File: src/rtl/sram_bus_ctrl.sv
// sram_bus_ctrl: memory-side stage below the memory manager. Takes one
// read or write request at a time and sequences the strobes of an
// external asynchronous SRAM, with programmable wait states.
//
// Handshake: enable is the request valid. The requester holds it, together
// with rnw/addr/wdata, until it sees ack. A request is taken only on a
// rising edge where the FSM is IDLE. ack pulses for one cycle after that
// edge. Requests seen while busy are dropped, not queued. If enable is still
// high when IDLE is next reached, the request is taken again.
//
// Ports:
//   clk, resetN          clock, asynchronous active-low reset
//   enable, rnw          request valid, 1 = read / 0 = write
//   addr, wdata          15-bit word address, 16-bit write data
//   ack                  one-cycle pulse after a request is accepted
//   busy                 state != IDLE (decoded, not registered)
//   dataIsPresent        one-cycle pulse, rdata valid in that cycle
//   done                 one-cycle pulse at the end of every access
//   rdata                last word read, held until the next read completes
//   sramAddr, sramDout   registered address and write data to the pads
//   sramDoe              pad output enable for sramDout
//   sramDin              read data from the pads
//   sramCeN/OeN/WeN      active-low chip, output and write enables
module sram_bus_ctrl #(
  parameter int READ_WAIT  = 2,
  parameter int WRITE_WAIT = 1,
  parameter int TURNAROUND = 1
) (
  input  logic        clk,
  input  logic        resetN,
  input  logic        enable,
  input  logic        rnw,
  input  logic [14:0] addr,
  input  logic [15:0] wdata,
  output logic        ack,
  output logic        busy,
  output logic        dataIsPresent,
  output logic        done,
  output logic [15:0] rdata,
  output logic [14:0] sramAddr,
  output logic [15:0] sramDout,
  output logic        sramDoe,
  input  logic [15:0] sramDin,
  output logic        sramCeN,
  output logic        sramOeN,
  output logic        sramWeN
);

  typedef enum logic [2:0] {
    S_IDLE   = 3'd0,
    S_RD     = 3'd1,
    S_WSETUP = 3'd2,
    S_WR     = 3'd3,
    S_WHOLD  = 3'd4,
    S_TURN   = 3'd5
  } state_t;

  // The wait counter counts down to zero, so a phase of N cycles loads N-1.
  localparam logic [3:0] RD_LOAD   = 4'(READ_WAIT);
  localparam logic [3:0] WR_LOAD   = 4'(WRITE_WAIT);
  localparam logic [3:0] TURN_LOAD = (TURNAROUND > 0) ? 4'(TURNAROUND - 1) : 4'd0;

  state_t      state_q, state_d;
  logic [3:0]  cnt_q, cnt_d;
  logic        accept, rd_last, wr_last;
  logic        ack_q, dip_q, done_q;
  logic [15:0] rdata_q, dout_q;
  logic [14:0] addr_q;
  logic        ce_n_q, oe_n_q, we_n_q, doe_q;
  logic        ce_n_d, oe_n_d, we_n_d, doe_d;

  // Next-state logic. The read/write direction is captured by which branch
  // the FSM takes on accept, so rnw needs no separate register.
  always_comb begin
    state_d = state_q;
    cnt_d   = cnt_q;
    accept  = 1'b0;
    rd_last = 1'b0;
    wr_last = 1'b0;
    case (state_q)
      S_IDLE: begin
        if (enable) begin
          accept = 1'b1;
          if (rnw) begin
            state_d = S_RD;
            cnt_d   = RD_LOAD;
          end else begin
            state_d = S_WSETUP;
          end
        end
      end
      S_RD: begin
        if (cnt_q == 4'd0) begin
          rd_last = 1'b1;
          if (TURNAROUND > 0) begin
            state_d = S_TURN;
            cnt_d   = TURN_LOAD;
          end else begin
            state_d = S_IDLE;
          end
        end else begin
          cnt_d = cnt_q - 4'd1;
        end
      end
      S_WSETUP: begin
        state_d = S_WR;
        cnt_d   = WR_LOAD;
      end
      S_WR: begin
        if (cnt_q == 4'd0) state_d = S_WHOLD;
        else               cnt_d   = cnt_q - 4'd1;
      end
      S_WHOLD: begin
        wr_last = 1'b1;
        state_d = S_IDLE;
      end
      S_TURN: begin
        if (cnt_q == 4'd0) state_d = S_IDLE;
        else               cnt_d   = cnt_q - 4'd1;
      end
      default: state_d = S_IDLE;
    endcase
  end

  // Strobes are decoded from the next state and registered, so they change
  // on the same edge as the state with no input-to-output path. Because OeN
  // is low only in RD while WeN and Doe are active only in write states,
  // the two enables can never overlap.
  always_comb begin
    ce_n_d = 1'b1;
    oe_n_d = 1'b1;
    we_n_d = 1'b1;
    doe_d  = 1'b0;
    case (state_d)
      S_RD:     begin ce_n_d = 1'b0; oe_n_d = 1'b0; end
      S_WSETUP: begin ce_n_d = 1'b0; doe_d  = 1'b1; end
      S_WR:     begin ce_n_d = 1'b0; doe_d  = 1'b1; we_n_d = 1'b0; end
      S_WHOLD:  begin ce_n_d = 1'b0; doe_d  = 1'b1; end
      default:  ;
    endcase
  end

  always_ff @(posedge clk or negedge resetN) begin
    if (!resetN) begin
      state_q <= S_IDLE;
      cnt_q   <= 4'd0;
      ack_q   <= 1'b0;
      dip_q   <= 1'b0;
      done_q  <= 1'b0;
      rdata_q <= 16'd0;
      addr_q  <= 15'd0;
      dout_q  <= 16'd0;
      ce_n_q  <= 1'b1;
      oe_n_q  <= 1'b1;
      we_n_q  <= 1'b1;
      doe_q   <= 1'b0;
    end else begin
      state_q <= state_d;
      cnt_q   <= cnt_d;
      ack_q   <= accept;
      dip_q   <= rd_last;
      done_q  <= rd_last | wr_last;
      ce_n_q  <= ce_n_d;
      oe_n_q  <= oe_n_d;
      we_n_q  <= we_n_d;
      doe_q   <= doe_d;
      if (accept) begin
        addr_q <= addr;
        dout_q <= wdata;
      end
      // The pads have been driven for the full read window by this edge.
      if (rd_last) rdata_q <= sramDin;
    end
  end

  assign busy          = (state_q != S_IDLE);
  assign ack           = ack_q;
  assign dataIsPresent = dip_q;
  assign done          = done_q;
  assign rdata         = rdata_q;
  assign sramAddr      = addr_q;
  assign sramDout      = dout_q;
  assign sramDoe       = doe_q;
  assign sramCeN       = ce_n_q;
  assign sramOeN       = oe_n_q;
  assign sramWeN       = we_n_q;

endmodule
File: config.mk
export PLATFORM = sky130hd
export DESIGN_NAME = sram_bus_ctrl
export DESIGN_NICKNAME = d
export VERILOG_FILES = /design/src/rtl/sram_bus_ctrl.sv
export SDC_FILE = /design/constraint.sdc
export NUM_CORES = 1
export LEC_CHECK = 0
export CAP_MARGIN = 0
export CORE_MARGIN = 2
export CORE_UTILIZATION = 38
export CTS_CLUSTER_SIZE = 24
export DETAILED_ROUTE_END_ITERATION = 16
export GPL_ROUTABILITY_DRIVEN = 0
export PLACE_DENSITY = 0.73
export SYNTH_ARGS = -nofsm -noshare
export SYNTH_HDL_FRONTEND = slang
export SYNTH_SLANG_ARGS = --single-unit
export TNS_END_PERCENT = 100
File: constraint.sdc
create_clock -name clk -period 1.7 [get_ports clk]
set_input_delay 0.17 -clock clk [delete_from_list [all_inputs] [get_ports clk]]
set_output_delay 0.17 -clock clk [all_outputs]
set_load 0.05 [all_outputs]
==> results of run 1 <==
-- cell usage in the layout (no fill, tap or decap), types with 3 or more instances in the layout --
cell,n
clkdlybuf4s50_1,84
dfrtp_1,58
mux2_2,47
buf_4,24
dlymetal6s2s_1,11
clkbuf_8,10
nor2_1,9
nand2_1,7
a21oi_1,4
inv_1,4
buf_12,3
dfstp_2,3
-- flip-flops by register name, summed over array words and instances, names as in the netlist --
| signal | flops |
|---|---|
| sramOeN | 1 |
| state_q | 3 |
| sramWeN | 1 |
| sramAddr | 15 |
| sramDoe | 1 |
| sramCeN | 1 |
| ack | 1 |
| rdata | 16 |
| dataIsPresent | 1 |
| sramDout | 16 |
| cnt_q | 4 |
| done | 1 |
-- per-layer routing --
| metal | vias to the layer above | track usage | part of all wire |
|---|---|---|---|
| met5 | - | 0 | 0 |
| met4 | 0 | 0.0337 | 0.0012 |
| met3 | 2 | 0.0722 | 0.079 |
| met2 | 66 | 0.245 | 0.48 |
| met1 | 836 | 0.186 | 0.44 |
| li1 | 841 | - | - |
-- area by class of cell --
cell class                      count  area [um2]
Clock buffer                       12         145
Clock inverter                      4        47.5
Fill cell                         481        2320
Inverter                            6        22.5
Multi-Input combinational cell     94         878
Sequential cell                    61        1530
Tap cell                           77        96.3
Timing Repair Buffer              124        1230
-- critical path: cells and delay by family (launching register included) --
kind / cells / cell delay [ns]
flip-flops: 1 / 0.39
buffers and inverters: 1 / 0.09
AND/OR/NAND/NOR: 3 / 0.81
AO/OA/AOI/OAI: 1 / 0.24
adder cells (fa/ha/maj): 1 / 0.13
-- metrics by stage --
step	area, um2	setup slack [ns]
3_3_place_gp	3680	0.0142
6_report	3950	-0.00706
3_5_place_dp	3680	-0.0324
5_1_grt	3950	-0.0865
2_1_floorplan	2440	0.00403
4_1_cts	3890	-0.0187
-- report_power, final --
| group | switching (mW) | internal (mW) |
|---|---|---|
| Sequential | 0.345 | 2.19 |
| Clock | 0.522 | 0.713 |
| Combinational | 3.30 | 2.17 |
-- synthesized netlist by cell type --
library cell and count:
nand2_1 7, nand3b_1 1, a211o_2 1, nand3_1 1, o21ai_0 1, nor3b_2 1
nor3_1 2, a211o_1 2, nor2_2 1, or3b_1 1, dfrtp_1 58, o22ai_1 1
nor2_1 9, dfstp_2 3, ha_1 2, clkbuf_1 1, or3b_4 1, o221a_4 1
and3_1 1, or3_1 1, nor3b_1 1, or2_2 1, o21a_1 1, or3_2 1
a21boi_0 1, or3b_2 1, a21oi_1 4, mux2_2 47, nand3_2 1, buf_2 3
inv_1 6, o21bai_1 1, mux2_1 1, buf_4 3
-- logic make-up after synthesis --
family          Yosys count
fa+ha+maj                 2
mux                      48
flops                    61
compound gates           13
buf+inv                  13
simple gates             31
-- worst max path at each step --
stage / start / to / depth (start not counted) / slack (ns)
after floorplan: state_q[1]$_DFF_PN0_ / sramAddr[10]$_DFFE_PN0P_ / 4 / 0.004
after global placement: cnt_q[1]$_DFFE_PN0P_ / cnt_q[2]$_DFFE_PN0P_ / 6 / 0.01
after detailed placement: cnt_q[1]$_DFFE_PN0P_ / cnt_q[2]$_DFFE_PN0P_ / 6 / -0.03
after CTS: cnt_q[0]$_DFFE_PN0P_ / cnt_q[2]$_DFFE_PN0P_ / 6 / -0.02
after global routing: cnt_q[0]$_DFFE_PN0P_ / cnt_q[2]$_DFFE_PN0P_ / 6 / -0.09
final: cnt_q[0]$_DFFE_PN0P_ / cnt_q[2]$_DFFE_PN0P_ / 6 / -0.007
-- repair_timing --
| item | 4_1_cts | 5_1_grt |
|---|---|---|
| endpoints found under the setup margin | 2 | 22 |
| hold buffers | 1 | 0 |
| cloned | 0 | 0 |
| hold endpoints to repair | 20 | 0 |
| resized for setup | 2 | 16 |
| pin swaps | 3 | 2 |
| buffers inserted | 1 | 1 |
==> impl_metrics.json, run 1 <==
{
  "max_freq_mhz": 586,
  "outcome": "complete, but fails checks",
  "p_per_area_mw_per_mm2": 2340,
  "hold_violations": 0,
  "crit_type": "reg -> reg",
  "ir_drop_uv": 1410,
  "grt_pass1_wl_um": 8540,
  "fin_crit_ns": 1.71,
  "worstSkewPairLatency_ns": 0.32,
  "path_clk_slew_ns": 0.07,
  "avgSynthCellArea_um2": 14.5,
  "synth_top_family_by_area": "multiplexers",
  "num_antenna_cells": 0,
  "layout-drive-gt1-share": 0.355,
  "fin_cells": 378,
  "grt_pass1_vias": 1831,
  "rows": 29,
  "fin_util": 0.630,
  "die_w_um": 84.0,
  "period_share": 1.00,
  "synth_compound_area_frac": 0.0416,
  "drt_iter0_drc": 55,
  "hp-class": "in -> async",
  "grt_usage": 0.152,
  "p_total_mw": 9.24,
  "num_vias": 1745,
  "netlist.area_leader.share": 0.596,
  "setup_ws_ns": -0.00706,
  "rr_startpoint": "cnt_q[0]$_DFFE_PN0P_",
  "crit_arrival_ns": 1.97,
  "rr_worst_depth": 6,
  "drt-pass1-iter-count": 6,
  "start_util": 0.388,
  "worst_slew_pin_slew_ns": 0.540,
  "crit_required_ns": 1.96,
  "cts_tree": "built",
  "io_pins": 106,
  "r2r-end": "cnt_q[2]$_DFFE_PN0P_",
  "dieArea_mm2": 0.00706,
  "cts-root-to-sink-buffers": 2,
  "cts_buffers": 9,
  "slew_viol_final": 0,
  "antenna_found_initial": 0,
  "syn_inst": 168,
  "ys_ff_latch": 61,
  "violations": "setup timing",
  "max-cap-violations": 0,
  "vias_per_cell": 4.62,
  "totalWireLength_um": 5010,
  "tns_ns": -0.00706,
  "synthAdderAreaFrac": 0.0103,
  "cts_sinks": 61,
  "cp_cell_sequence": "inv_2 > ha_4 > or3b_4 > o221a_4 > or3b_1 > nand3_1",
  "grt_max_degree": 33,
  "postRouteAntennaNets": 0,
  "ys_seq_area_frac": 0.628,
  "cp-end-kind": "register",
  "cts_max_level": 3,
  "dpl.cell_count": 359,
  "yosysWarnings": 0,
  "numPortBuffers": 105,
  "crit_path_max_fanout": 4,
  "synth_xor_area_frac": 0,
  "nets": 349,
  "grt-ovfl-total": 0,
  "yosys.area_share.simple": 0.0714,
  "syn_area_mm2": 0.00243,
  "cts_root_buffer": "clkbuf_8",
  "syn-num-nets": 221,
  "drc": 0,
  "synth.area.mux_share": 0.222,
  "slowest_stage": "dfrtp_1",
  "rrSetupSlack_ns": -0.007,
  "finClkSkew_ns": 0.00548,
  "routedWlPerCell_um": 13.2,
  "fp.dieH_um": 84.0,
  "core_area_mm2": 0.00628,
  "hpwl_um": 3790,
  "rsz0062_at_grt": "true",
  "start_kind": "register",
  "setup_viol_count_final": 1,
  "synth_cell_types": 34,
  "slew_headroom": 0.640,
  "synth_top_cell_by_area": "dfrtp_1",
  "area_delta_synth_final_pct": 62.4,
  "critPathMaxStageDelay_ns": 0.39,
  "whs_ns": 0.360,
  "synthTopCellsByArea": "dfrtp_1 (60%), mux2_2 (22%), dfstp_2 (3.2%), nor2_1 (1.4%), nand2_1 (1.1%)",
  "p_leak_nw": 1.80
}
Power figures use the tool's default switching activity.
==> inputs of run 2 (changes only) <==
Settings changed: CORE_UTILIZATION 38 to 35, PLACE_DENSITY 0.73 to 0.68, SLEW_MARGIN set to 30.
==> impl_metrics.json, run 2 (synthesis results as in run 1) <==
{
  "area_delta_synth_final_pct": 64.7,
  "p_total_mw": 9.42,
  "p_leak_nw": 1.92,
  "placed_area_mm2": 0.00365,
  "numPortBuffers": 105,
  "fp.dieH_um": 87.4,
  "dieArea_mm2": 0.00764,
  "hp-class": "in -> async",
  "start_util": 0.360,
  "totalWireLength_um": 5550,
  "drc": 0,
  "cts_max_level": 3,
  "ir_drop_uv": 1050,
  "slew_viol_final": 0,
  "drt-pass1-iter-count": 4,
  "routedWlPerCell_um": 14.5,
  "rr_startpoint": "cnt_q[1]$_DFFE_PN0P_",
  "post-place-ws_ns": -0.0248,
  "cts_root_buffer": "clkbuf_8",
  "vias_per_cell": 4.76,
  "grt_use_met1": 0.170,
  "grtUsageMet2": 0.239,
  "final_cell_mix": "clkdlybuf4s50_1 (74), dfrtp_1 (58), mux2_2 (47)",
  "cts-root-to-sink-buffers": 2,
  "hold_violations": 0,
  "grt_pass1_wl_um": 8560,
  "die_w_um": 87.4,
  "grt.busiest_layer": "met2",
  "num_antenna_cells": 0,
  "hpwl_um": 3640,
  "crit_required_ns": 1.97,
  "period_share": 1.01,
  "drt_iter0_drc": 50,
  "crit_type": "reg -> reg",
  "met3_usage": 0.0559,
  "grt_max_degree": 62,
  "crit_arrival_ns": 1.98,
  "nets": 351,
  "grt_pass1_vias": 1888,
  "worst_slew_pin_slew_ns": 0.524,
  "worstSkewPairLatency_ns": 0.33,
  "cp-end-kind": "register",
  "crit_path_max_fanout": 5,
  "finalInstanceArea_mm2": 0.00401,
  "grt_usage": 0.147,
  "cts_tree": "built",
  "start_kind": "register",
  "violations": "setup timing",
  "p_per_area_mw_per_mm2": 2350,
  "grt-ovfl-total": 0,
  "slew_headroom": 0.650,
  "antenna_found_initial": 0,
  "cts_sinks": 61,
  "path_clk_slew_ns": 0.07,
  "finClkSkew_ns": 0.00868,
  "max-cap-violations": 0,
  "postRouteAntennaNets": 0,
  "layout_commonest_cell": "clkdlybuf4s50_1",
  "setup_viol_count_final": 1,
  "crit_start": "cnt_q[1]$_DFFE_PN0P_",
  "rsz0062_at_grt": "true",
  "core_area_mm2": 0.00676,
  "max_freq_mhz": 584,
  "fin_crit_ns": 1.71,
  "num_vias": 1822,
  "layout-drive-gt1-share": 0.356,
  "cts_buffers": 9,
  "fin_util": 0.594,
  "outcome": "complete, but fails checks",
  "setup_ws_ns": -0.0130,
  "io_pins": 106,
  "rows": 30
}
run 2: report_power, final:
group	internal, mW	switching (mW)
logic	2.21	3.33
registers	2.19	0.338
clock network	0.796	0.550
total	5.20	4.22
run 2: stage by stage:
stage          cells  hold WS (ns)  setup TNS (ns)
6_report         383         0.359         -0.0130
4_1_cts          380         0.372         -0.0310
2_1_floorplan    168        -0.126               0
3_3_place_gp     358         0.208               0
5_1_grt          383         0.411         -0.0823
3_5_place_dp     358         0.208         -0.0248
run 2: worst paths after layout:
kind | endpoint | slack, ns | depth (start not counted)
max in group asynchronous | sramWeN$_DFF_PN1_ | 1.02 | 3
worst max-delay path | cnt_q[2]$_DFFE_PN0P_ | -0.01 | 6
worst max register to register | cnt_q[2]$_DFFE_PN0P_ | -0.01 | 6
worst min-delay path | sramAddr[3]$_DFFE_PN0P_ | 0.36 | 3
worst min register to register | sramAddr[13]$_DFFE_PN0P_ | 0.48 | 1
min in group clk | sramDout[4]$_DFFE_PN0P_ | 0.45 | 2
run 2: routing by layer:
| layer | vias up | part of all wire |
|---|---|---|
| li1 | 849 | - |
| met1 | 883 | 0.42 |
| met2 | 82 | 0.49 |
| met3 | 8 | 0.084 |
| met4 | 0 | 0.014 |
| met5 | - | 0 |
run 2: area by class of cell:
| type | instances | area [um2] |
|---|---|---|
| clock buffers | 13 | 169 |
| fillers | 560 | 2750 |
| well taps | 80 | 100 |
| flip-flops and latches | 61 | 1530 |
| inverters | 6 | 22.5 |
| multi-input cells | 94 | 867 |
| clock inverters | 3 | 42.5 |
| repair buffers | 126 | 1280 |
run 2: repair_timing:
item	in CTS	in global routing
endpoints found under the hold margin	58	0
hold buffers	1	0
pin swaps	4	3
buffers inserted	5	4
cloned	0	0
gates resized for setup	4	23
endpoints found under the setup margin	1	28
run 2: worst max-delay path, cell delays in order, from the launching register on:
cell and delay, ns:
dfrtp_1 0.40, inv_2 0.09, ha_4 0.13, or3b_4 0.38
o221a_4 0.24, or3b_1 0.34, nand3_1 0.07
==> inputs of run 3 (changes only) <==
Settings changed: CORE_ASPECT_RATIO set to 0.9, CORE_MARGIN 2 to not set.
==> impl_metrics.json, run 3 (synthesis results as in run 1) <==
{
  "max-cap-violations": 0,
  "routedWlPerCell_um": 13.4,
  "hpwl_um": 3690,
  "num_antenna_cells": 0,
  "critPathTopFamily": "simple AND/OR/NAND/NOR gates",
  "antenna_found_initial": 0,
  "core_area_mm2": 0.00666,
  "rrSetupSlack_ns": -0.03,
  "drt-pass1-iter-count": 4,
  "crit_required_ns": 1.96,
  "grt-ovfl-total": 0,
  "period_share": 1.01,
  "cts_max_level": 3,
  "setup_viol_count_final": 1,
  "cp_cell_sequence": "inv_2 > ha_4 > or3b_4 > o221a_4 > or3b_1 > nand3_1",
  "critPathMaxStageDelay_ns": 0.39,
  "drt_iter0_drc": 83,
  "cts_sinks": 61,
  "num_vias": 1769,
  "finClkSkew_ns": 0.0117,
  "p_total_mw": 9.30,
  "layout_commonest_cell": "clkdlybuf4s50_1",
  "m1WireLength_um": 2390,
  "cts_buffers": 9,
  "grt_pass1_wl_um": 8630,
  "slew_viol_final": 0,
  "grt_max_degree": 33,
  "max_freq_mhz": 580,
  "slew_headroom": 0.644,
  "rr_worst_depth": 6,
  "rr_startpoint": "cnt_q[0]$_DFFE_PN0P_",
  "crit_type": "reg -> reg",
  "numPortBuffers": 105,
  "cp-end-kind": "register",
  "vias_per_cell": 4.50,
  "fp.dieH_um": 81.1,
  "path_clk_slew_ns": 0.07,
  "setup_ws_ns": -0.0252,
  "postRouteAntennaNets": 0,
  "hold_violations": 0,
  "rsz0062_at_grt": "true",
  "fin_crit_ns": 1.73,
  "wl_met3_um": 447,
  "io_pins": 106,
  "maxUsedRoutingLayer": "met4",
  "start_kind": "register",
  "crit_path_max_fanout": 4,
  "post-place-ws_ns": -0.0217,
  "finalInstanceArea_mm2": 0.00400,
  "rows": 28,
  "dieArea_mm2": 0.00729,
  "worst-path-buf-inv": 1,
  "p_leak_nw": 1.92,
  "worstSkewPairLatency_ns": 0.33,
  "wl_met2_um": 2400,
  "final_cell_mix": "clkdlybuf4s50_1 (71), dfrtp_1 (58), mux2_2 (47)",
  "start_util": 0.366,
  "cts_tree": "built",
  "slowest_stage": "dfrtp_1",
  "area_delta_synth_final_pct": 64.1,
  "outcome": "complete, but fails checks",
  "crit_arrival_ns": 1.99,
  "nets": 352,
  "cts-root-to-sink-buffers": 2,
  "hp-class": "in -> async",
  "layout-drive-gt1-share": 0.370,
  "grt_pass1_vias": 1800,
  "ir_drop_uv": 1110,
  "die_w_um": 89.9,
  "violations": "setup timing",
  "grt_usage": 0.155,
  "totalWireLength_um": 5270,
  "r2r-end": "cnt_q[2]$_DFFE_PN0P_",
  "p_per_area_mw_per_mm2": 2330,
  "dpl.cell_count": 370,
  "cts_root_buffer": "clkbuf_8",
  "drc": 0,
  "placed_area_mm2": 0.00366,
  "worst_slew_pin_slew_ns": 0.533,
  "fin_cells": 393
}
-- run 3: how the worst max path moves through the flow --
stage	startpoint	slack, ns	cells past startpoint	end
after global routing	cnt_q[0]$_DFFE_PN0P_	-0.09	6	cnt_q[2]$_DFFE_PN0P_
after global placement	cnt_q[1]$_DFFE_PN0P_	0.02	6	cnt_q[2]$_DFFE_PN0P_
after floorplan	state_q[1]$_DFF_PN0_	0.004	4	sramAddr[10]$_DFFE_PN0P_
final	cnt_q[0]$_DFFE_PN0P_	-0.03	6	cnt_q[2]$_DFFE_PN0P_
after CTS	cnt_q[1]$_DFFE_PN0P_	-0.03	6	cnt_q[2]$_DFFE_PN0P_
after detailed placement	cnt_q[1]$_DFFE_PN0P_	-0.02	6	cnt_q[2]$_DFFE_PN0P_
-- run 3: worst reg2reg max path, stage by stage, from the launching register on --
cell	delay, ns
dfrtp_1	0.39
inv_2	0.09
ha_4	0.14
or3b_4	0.38
o221a_4	0.24
or3b_1	0.37
nand3_1	0.07
-- run 3: stage by stage --
stage / setup TNS [ns] / utilization / hold slack (ns)
2_1_floorplan: 0 / - / -0.126
3_3_place_gp: 0 / 0.550 / 0.146
3_5_place_dp: -0.0227 / 0.550 / 0.150
4_1_cts: -0.0278 / 0.588 / 0.328
5_1_grt: -0.139 / 0.600 / 0.373
6_report: -0.0252 / 0.600 / 0.326
-- run 3: report_power, final --
| part | leakage [nW] | internal (mW) | switching (mW) | total [mW] |
|---|---|---|---|---|
| Clock | 0.0992 | 0.707 | 0.532 | 1.24 |
| Combinational | 1.10 | 2.20 | 3.33 | 5.53 |
| Sequential | 0.726 | 2.19 | 0.341 | 2.53 |
-- run 3: repair_timing --
| action | 4_1_cts | 5_1_grt |
|---|---|---|
| setup buffers | 6 | 1 |
| gates cloned | 0 | 0 |
| endpoints found under the hold margin | 16 | 0 |
| pin swaps | 5 | 3 |
| hold buffers | 1 | 0 |
| setup endpoints to repair | 2 | 42 |
| gates resized for setup | 3 | 26 |
-- run 3: layout make-up --
cell class	count	area, um2
clock inverter	4	48.8
multi-input combinational	94	875
timing repair buffer	127	1270
tap	90	113
clock buffer	11	141
fill	552	2660
sequential	61	1530
inverter	6	22.5
-- run 3: metal layers --
layer  global-route usage  vias to the layer above
li1                     -                      844
met1                0.194                      840
met2                0.237                       78
met3               0.0815                        7
met4               0.0387                        0
met5                    0                        -
